<file path="src/rtl/fadd_arbiter.sv">
`default_nettype none
// ============================================================================
// fadd_arbiter : round-robin sharing of one single-issue FP adder by N lanes
// Revision     : 1.0
// ============================================================================
module fadd_arbiter #(
    parameter int N       = 4,
    parameter int TIMEOUT = 15
) (
    input  logic              clk,
    input  logic              rst,
    input  logic [N-1:0]      req_valid,
    input  logic [32*N-1:0]   req_x1,
    input  logic [32*N-1:0]   req_x2,
    output logic [N-1:0]      req_ready,
    output logic [N-1:0]      resp_valid,
    output logic [31:0]       resp_y,
    output logic              resp_err,
    output logic [31:0]       fu_x1,
    output logic [31:0]       fu_x2,
    output logic              fu_ready,
    input  logic              fu_valid,
    input  logic [31:0]       fu_y,
    output logic              busy
);
    localparam int          c_IDW      = (N > 1) ? $clog2(N) : 1;
    localparam int unsigned c_LASTI    = N - 1;
    localparam int unsigned c_WDI      = TIMEOUT - 1;
    localparam logic [c_IDW-1:0] c_LAST_RST = c_LASTI[c_IDW-1:0];
    localparam logic [7:0]  c_WD_LIM   = c_WDI[7:0];
    localparam logic [31:0] c_QNAN     = 32'h7FC0_0000;

    typedef enum logic [1:0] {
        S_IDLE  = 2'd0,
        S_ISSUE = 2'd1,
        S_WAIT  = 2'd2,
        S_RESP  = 2'd3
    } state_t;

    state_t             state_q;
    logic [c_IDW-1:0]   last_q;
    logic [c_IDW-1:0]   owner_q;
    logic [7:0]         wd_cnt_q;
    logic [31:0]        x1_q;
    logic [31:0]        x2_q;
    logic [31:0]        res_q;
    logic               err_q;
    logic               fu_ready_q;
    logic [N-1:0]       resp_valid_q;
    logic               busy_q;

    logic               grant_any;
    logic [c_IDW-1:0]   grant_id;
    logic [31:0]        grant_x1;
    logic [31:0]        grant_x2;
    logic [N-1:0]       grant_oh;
    logic [N-1:0]       owner_oh;

    // Second pass (lanes above last) overrides the wrap-around pass, and the
    // descending scan leaves the lowest index of each pass as the winner.
    always_comb begin
        grant_any = 1'b0;
        grant_id  = '0;
        grant_x1  = '0;
        grant_x2  = '0;
        for (int i = N - 1; i >= 0; i--) begin
            if (req_valid[i] && (i <= int'(last_q))) begin
                grant_any = 1'b1;
                grant_id  = i[c_IDW-1:0];
                grant_x1  = req_x1[32*i +: 32];
                grant_x2  = req_x2[32*i +: 32];
            end
        end
        for (int i = N - 1; i >= 0; i--) begin
            if (req_valid[i] && (i > int'(last_q))) begin
                grant_any = 1'b1;
                grant_id  = i[c_IDW-1:0];
                grant_x1  = req_x1[32*i +: 32];
                grant_x2  = req_x2[32*i +: 32];
            end
        end
    end

    always_comb begin
        grant_oh = '0;
        owner_oh = '0;
        for (int i = 0; i < N; i++) begin
            grant_oh[i] = (grant_id == i[c_IDW-1:0]);
            owner_oh[i] = (owner_q == i[c_IDW-1:0]);
        end
    end

    // Gated by rst so the accept strobe is silent while reset is held.
    assign req_ready = (state_q == S_IDLE && grant_any && !rst) ? grant_oh : '0;

    always_ff @(posedge clk or posedge rst) begin
        if (rst) begin
            state_q      <= S_IDLE;
            last_q       <= c_LAST_RST;
            owner_q      <= '0;
            wd_cnt_q     <= '0;
            x1_q         <= '0;
            x2_q         <= '0;
            res_q        <= '0;
            err_q        <= 1'b0;
            fu_ready_q   <= 1'b0;
            resp_valid_q <= '0;
            busy_q       <= 1'b0;
        end else begin
            fu_ready_q   <= 1'b0;
            resp_valid_q <= '0;
            case (state_q)
                S_IDLE: begin
                    if (grant_any) begin
                        x1_q       <= grant_x1;
                        x2_q       <= grant_x2;
                        owner_q    <= grant_id;
                        last_q     <= grant_id;
                        fu_ready_q <= 1'b1;
                        busy_q     <= 1'b1;
                        state_q    <= S_ISSUE;
                    end
                end
                S_ISSUE: begin
                    wd_cnt_q <= '0;
                    state_q  <= S_WAIT;
                end
                S_WAIT: begin
                    if (fu_valid) begin
                        res_q        <= fu_y;
                        err_q        <= 1'b0;
                        resp_valid_q <= owner_oh;
                        state_q      <= S_RESP;
                    end else if (wd_cnt_q == c_WD_LIM) begin
                        res_q        <= c_QNAN;
                        err_q        <= 1'b1;
                        resp_valid_q <= owner_oh;
                        state_q      <= S_RESP;
                    end else begin
                        wd_cnt_q <= wd_cnt_q + 8'd1;
                    end
                end
                S_RESP: begin
                    err_q   <= 1'b0;
                    busy_q  <= 1'b0;
                    state_q <= S_IDLE;
                end
                default: state_q <= S_IDLE;
            endcase
        end
    end

    assign fu_x1      = x1_q;
    assign fu_x2      = x2_q;
    assign fu_ready   = fu_ready_q;
    assign resp_valid = resp_valid_q;
    assign resp_y     = res_q;
    assign resp_err   = err_q;
    assign busy       = busy_q;

endmodule
`default_nettype wire

</file>
<file path="config.mk">
export PLATFORM = sky130hd
export DESIGN_NAME = fadd_arbiter
export DESIGN_NICKNAME = d
export VERILOG_FILES = /design/src/rtl/fadd_arbiter.sv
export SDC_FILE = /design/constraint.sdc
export NUM_CORES = 1
export LEC_CHECK = 0
export ABC_AREA = 1
export CORE_MARGIN = 5
export CORE_UTILIZATION = 40
export DETAILED_ROUTE_END_ITERATION = 16
export HOLD_SLACK_MARGIN = 0.1
export PLACE_DENSITY = 0.75
export SKIP_LAST_GASP = 1
export SLEW_MARGIN = 25
export SYNTH_ARGS = -nofsm -noshare
export SYNTH_HDL_FRONTEND = slang
export SYNTH_SLANG_ARGS = --single-unit
</file>
<file path="constraint.sdc">
create_clock -name clk -period 9.8 [get_ports clk]
set_clock_uncertainty 0.1 [all_clocks]
set_input_delay 0.98 -clock clk [delete_from_list [all_inputs] [get_ports clk]]
set_output_delay 0.98 -clock clk [all_outputs]
set_load 0.005 [all_outputs]
</file>
==> run_results.csv, run 1 <==
group,metric,value,unit
global_routing,grt_overflow,0,
die,die_h,169,µm
critical_path,required,8.72,ns
timing,slew-limit-headroom,0.273,
critical_path,reg2reg_depth,6,
timing,setup_viol,0,
detailed_routing,ant_nets,0,
global_routing,grt_pass1_wl,62500,µm
yosys,syn_nets,2091,
cts,root_buffer,"clkbuf_16",
placement,dp_slack,3.90,ns
hold_path,hp-class,"reg -> reg",
cts,cts_sinks,117,
critical_path,worstPathArrival,4.91,ns
outcome,status,"finished, final reports clean",
critical_path,start_kind,"input port",
placement,placement.io_buffers,401,
cts,ctsLongestPathBuffers,2,
power,pwr-share-seq,0.250,
timing,period_needed,5.99,ns
yosys,ys_types,27,
detailed_routing,avgRoutedWirePerCell,16.4,µm
cts,cts_max_level,4,
cells_and_area,drive_gt1_frac,0.0585,
power,intPower,1.96,mW
yosys,synth_top_area_cell,"nand2_1",
power,netSwitchingPower,1.45,mW
timing,finalCritPeriodShare,0.611,
power,total_power,3.41,mW
critical_path,path_class,"in -> out",
detailed_routing,drt_wl_total,40100,µm
yosys,synth_edf_count,0,
die,start_util,0.405,
critical_path,cp-end-kind,"output pin",
hold_path,holdPathStages,2,
global_routing,grt_pass1_vias,11641,
power,ir_drop,0.000121,V
critical_path,crit_fanout,77,
placement,dpl.hpwl,27000,µm
global_routing,grt_max_degree,107,
timing,rsz0062_at_grt,"no",
yosys,synth_top_area_share,0.292,
placement,place_congestion,0.884,
global_routing,grt_usage,0.269,
die,num_rows,58,
cts,numCtsBuffers,17,
cells_and_area,stdcell_count,2450,
cts,clk_pin_slew_worst_paths,0.06,ns
detailed_routing,vias,12264,
yosys,synth_top_cells_by_area,"nand2_1 29%, dfrtp_1 28%, inv_1 10%",
timing,finalMaxSlewViolations,0,
cells_and_area,final_area,0.0148,mm²
power,p_comb_frac,0.552,
yosys,syn_area,0.0101,mm²
die,core_area,0.0250,mm²
detailed_routing,drt_iter0_drc,1094,
cts,post-cts-setup-buffers,0,
power,power_density,231,mW/mm²
yosys,avgSynthCellArea,5.67,µm²
cts,cts_tree,"done",
die,design.die.area,0.0286,mm²
job,drv_cap,0,
power,p_leak,8.16,nW
power,p_clk_frac,0.197,
detailed_routing,vias_per_cell,5.01,
die,io_pins,402,
yosys,async_flop_share,1.00,
timing,hold_viol,0,
timing,worst_slack,3.81,ns
global_routing,antenna_found_initial,6,
cts,postCtsHoldBufs,0,
yosys,yosysSeqAreaShare,0.289,
yosys,syn_inst,1789,
placement,place_inst,2416,
cts,clk_latency,0.42,ns
yosys,synth_ff_type,"dfrtp_1",
yosys,ys_seq_elements,117,
cells_and_area,fin_nets,2407,
timing,worst_slew_pin_slew,1.09,ns
cts,cts_resized,0,
die,die_w,169,µm
yosys,yosysWarnings,0,
detailed_routing,drc,0,
cells_and_area,areaGrowthSynthToFinish,45.9,%
power,netSwitchingFraction,0.426,
timing,finalSetupTns,0,ns
timing,fmax,167,MHz
placement,place_area,0.0142,mm²
detailed_routing,firstDrtPassIters,5,
==> metrics by stage <==
stage                     hold slack [ns]   util
after floorplan                     0.332      -
after global placement              0.361  0.566
after detailed placement            0.364  0.566
after CTS                           0.382  0.590
after global routing                0.393  0.591
final                               0.377  0.591
==> power groups by stage <==
| stage | Combinational [mW] | Sequential, mW | Clock (mW) |
|---|---|---|---|
| 6_report | 1.88 | 0.854 | 0.674 |
| 2_1_floorplan | 1.05 | 0.852 | 0 |
| 5_1_grt | 2.10 | 0.880 | 0.709 |
| 3_5_place_dp | 1.88 | 0.856 | 0 |
| 3_3_place_gp | 1.85 | 0.853 | 0 |
| 4_1_cts | 1.89 | 0.854 | 0.685 |
==> cell usage after synthesis, drive strengths merged, types with 2 or more instances <==
cell type,count
inv,281
buf,39
o21ai,140
xor2,2
dfstp,2
o22a,9
nor3,7
nor2,23
nand3,134
or2,63
dfrtp,115
nand2,788
clkbuf,77
a22o,23
ha,7
a21oi,72
nand4,2
o22ai,3
==> sequential cells by signal, summed over array words and instances, names as in the netlist <==
signal	flops
state_q	2
busy	1
fu_ready	1
fu_x1	32
resp_y	32
resp_err	1
wd_cnt_q	8
fu_x2	32
owner_q	2
last_q	2
resp_valid	4
==> worst max-delay path, stage by stage <==
cell and delay [ns]:
clkdlybuf4s50_1 0.50, inv_2 0.07, buf_4 0.64, nor2_1 0.19, clkinv_2 0.50, buf_4 0.71
nand2_1 0.14, a31o_2 0.28, nand2_1 0.06, nand3_1 0.10, a21oi_1 0.18, clkdlybuf4s50_1 0.53
==> path summary, 6_finish.rpt <==
kind	startpoint	to	slack, ns
setup / recovery	req_valid[2]	req_ready[1]	3.81
hold / removal	fu_x2[11]$_DFFE_PP0P_	fu_x2[11]$_DFFE_PP0P_	0.38
setup reg to reg	state_q[0]$_DFFE_PP0P_	resp_y[19]$_DFFE_PP0P_	6.71
hold reg to reg	fu_x2[11]$_DFFE_PP0P_	fu_x2[11]$_DFFE_PP0P_	0.38
max in group asynchronous	rst	fu_x1[25]$_DFFE_PP0P_	7.54
min in group asynchronous	rst	resp_y[8]$_DFFE_PP0P_	0.91
==> cell type report <==
| class | count | area, µm² |
|---|---|---|
| multi-input cells | 1274 | 5670 |
| clock inverters | 15 | 181 |
| clock buffers | 17 | 425 |
| flip-flops and latches | 117 | 2930 |
| diodes | 2 | 5.00 |
| fillers | 2431 | 10200 |
| well taps | 330 | 413 |
| inverters | 282 | 1070 |
| repair buffers | 413 | 4110 |
==> cells by family after synthesis <==
family | synth area share
AND/OR/NAND/NOR | 0.412
buffers and inverters | 0.154
AO/OA/AOI/OAI | 0.135
flip-flops | 0.289
adder cells (fa/ha/maj) | 0.00864
XOR/XNOR | 0.00173
==> cell usage in the layout (no fill, tap or decap), types with 23 or more instances in the layout <==
cell             netlist  final
a21oi_1               72     72
a22o_1                23     23
clkdlybuf4s50_1        0    400
dfrtp_1              115    115
inv_1                276    273
nand2_1              788    785
nand3_1              134    134
o21ai_0              117    117
o21ai_1               23     23
or2_2                 63     63
==> layer usage <==
layer | vias up | part of all wire | track usage
met5 | - | 0.0012 | 0
met4 | 8 | 0.030 | 0.0830
met3 | 73 | 0.086 | 0.0708
met1 | 5562 | 0.40 | 0.336
li1 | 6072 | - | -
met2 | 549 | 0.48 | 0.456
(Power assumes the default switching activity.)
==> inputs of run 2 (changes only) <==
PLACE_DENSITY = 0.78   (was 0.75)
clock period = 5.1 ns   (was 9.8 ns; I/O delays follow)
==> run 2 against run 1 <==
- flip-flop and latch count stayed put
- worst hold slack worse by 0.0049 ns
- core utilization hardly changed
- non-clock buffer count is 4 higher
- critical path depth is 3 lower
- total power is 91% higher
- die area stayed put
- worst setup slack worse by 2.3 ns
- clock power is 80% higher
- first-iteration DRC count is 3.8% higher
- largest cell class unchanged
- largest power group unchanged
- highest routed layer unchanged
==> run_results.csv, run 2 (synthesis results as in run 1) <==
group,metric,value,unit
cts,cts_tree,"done",
critical_path,slowest_delay,0.54,ns
timing,slew-limit-headroom,0.326,
cts,cts_max_level,4,
global_routing,grt_usage,0.273,
global_routing,grt_pass1_wl,63200,µm
power,p_leak,8.17,nW
timing,fmax,276,MHz
placement,place_congestion,0.880,
hold_path,hp-class,"in -> async",
detailed_routing,drc,0,
power,ir_drop,0.000268,V
critical_path,path_cells,"clkdlybuf4s50_1, inv_2, nor2_1, clkinv_2, nand2_1, a31o_2, nand4_1, nor2_1, clkdlybuf4s50_1",
die,core_area,0.0250,mm²
cells_and_area,areaGrowthSynthToFinish,45.9,%
critical_path,cp-end-kind,"output pin",
cts,cts_sinks,117,
detailed_routing,drt_iter0_drc,1136,
detailed_routing,vias,12562,
timing,finalSetupTns,0,ns
cts,root_buffer,"clkbuf_16",
critical_path,worstPathArrival,3.02,ns
critical_path,critPathBufInv,4,
detailed_routing,avgRoutedWirePerCell,16.6,µm
cts,ctsLongestPathBuffers,2,
detailed_routing,vias_per_cell,5.12,
cells_and_area,seqCellArea,0.00293,mm²
critical_path,critical_path.top_delay_family,"buffers and inverters",
die,die_w,169,µm
detailed_routing,drt_wl_total,40800,µm
placement,place_area,0.0142,mm²
die,io_pins,402,
timing,finalMaxSlewViolations,0,
placement,placement.io_buffers,401,
critical_path,path_class,"in -> out",
placement,dpl.hpwl,27600,µm
timing,period_needed,3.63,ns
cells_and_area,fin_nets,2411,
timing,hold_ws,0.372,ns
cts,numCtsBuffers,17,
critical_path,start_kind,"input port",
outcome,status,"finished, final reports clean",
die,design.die.area,0.0286,mm²
critical_path,reg2reg_from,"state_q[0]$_DFFE_PP0P_",
timing,setup_viol,0,
cts,post-cts-setup-buffers,0,
power,power_density,440,mW/mm²
timing,rsz0062_at_grt,"no",
timing,hold_viol,0,
cells_and_area,multi_input_area,0.00567,mm²
die,start_util,0.405,
die,num_rows,58,
detailed_routing,firstDrtPassIters,5,
cells_and_area,drive_gt1_frac,0.0603,
detailed_routing,ant_nets,0,
global_routing,grt_overflow,0,
cells_and_area,final_common_cell,"nand2_1",
global_routing,grt_max_degree,95,
global_routing,grt_pass1_vias,11834,
cells_and_area,stdcell_count,2453,
cells_and_area,final_area,0.0148,mm²
cells_and_area,fill_cells,2401,
cts,postCtsHoldBufs,0,
critical_path,cpMaxStageDelayCell,"clkdlybuf4s50_1",
cts,clk_latency,0.41,ns
placement,place_inst,2419,
critical_path,crit_fanout,44,
cells_and_area,final_cell_mix,"785 x nand2_1, 400 x clkdlybuf4s50_1, 273 x inv_1",
cts,cts_resized,0,
global_routing,antenna_found_initial,2,
job,drv_cap,0,
cts,clk_pin_slew_worst_paths,0.07,ns
timing,worst_slew_pin_slew,1.01,ns
critical_path,crit_path_start,"req_valid[2]",
cells_and_area,utilization,0.591,
critical_path,required,4.49,ns
die,die_h,169,µm
timing,finalCritPeriodShare,0.711,
-- run 2: cell types whose count changed in the layout (fill, tap and decap cells not counted) --
cell / previous run / this run
clkinv_4: 1 / 2
inv_8: 4 / 6
inv_6: 6 / 5
buf_12: 0 / 1
buf_6: 2 / 0
diode_2: 2 / 1
bufinv_16: 2 / 0
clkinvlp_4: 2 / 1
buf_4: 10 / 15
clkinv_8: 0 / 1
-- run 2: worst paths after layout --
path	to	cells after the start	slack, ns
setup / recovery	req_ready[3]	9	1.47
hold / removal	resp_y[16]$_DFFE_PP0P_	2	0.37
setup reg to reg	resp_y[21]$_DFFE_PP0P_	6	1.98
hold reg to reg	fu_x2[20]$_DFFE_PP0P_	2	0.38
max in group asynchronous	fu_ready$_DFF_PP0_	3	3.44
min in group clk	fu_x2[20]$_DFFE_PP0P_	2	0.38
-- run 2: final cells by class --
class,instances,share of cell area
multi-input combinational,1274,0.383
timing repair buffer,417,0.280
sequential,117,0.198
inverter,282,0.0720
clock buffer,17,0.0287
tap,330,0.0279
clock inverter,15,0.0103
antenna,1,0.000169
-- run 2: layer usage --
metal	global-route usage	share of wire
met3	0.0620	0.089
met2	0.453	0.47
met1	0.343	0.39
met5	0	0.00078
met4	0.115	0.044
-- run 2: through the flow --
| stage | power [mW] | setup WS (ns) |
|---|---|---|
| floorplan | 3.65 | 1.01 |
| global placement | 5.22 | 1.51 |
| detailed placement | 5.29 | 1.49 |
| CTS | 6.54 | 1.48 |
| global route | 7.05 | 1.25 |
| finish | 6.51 | 1.47 |
-- run 2: worst reg2reg max path, stage by stage (launching register included) --
cell and delay [ns]:
dfrtp_1 0.42, inv_1 0.12, ha_1 0.26, inv_1 0.09
nor2_1 0.68, clkinv_1 0.89, a22o_1 0.44
-- run 2: power by group --
group / internal [mW] / leakage (nW) / switching [mW]
Clock: 0.655 / 0.284 / 0.552
Sequential: 1.37 / 1.44 / 0.279
Combinational: 1.66 / 6.45 / 2.00
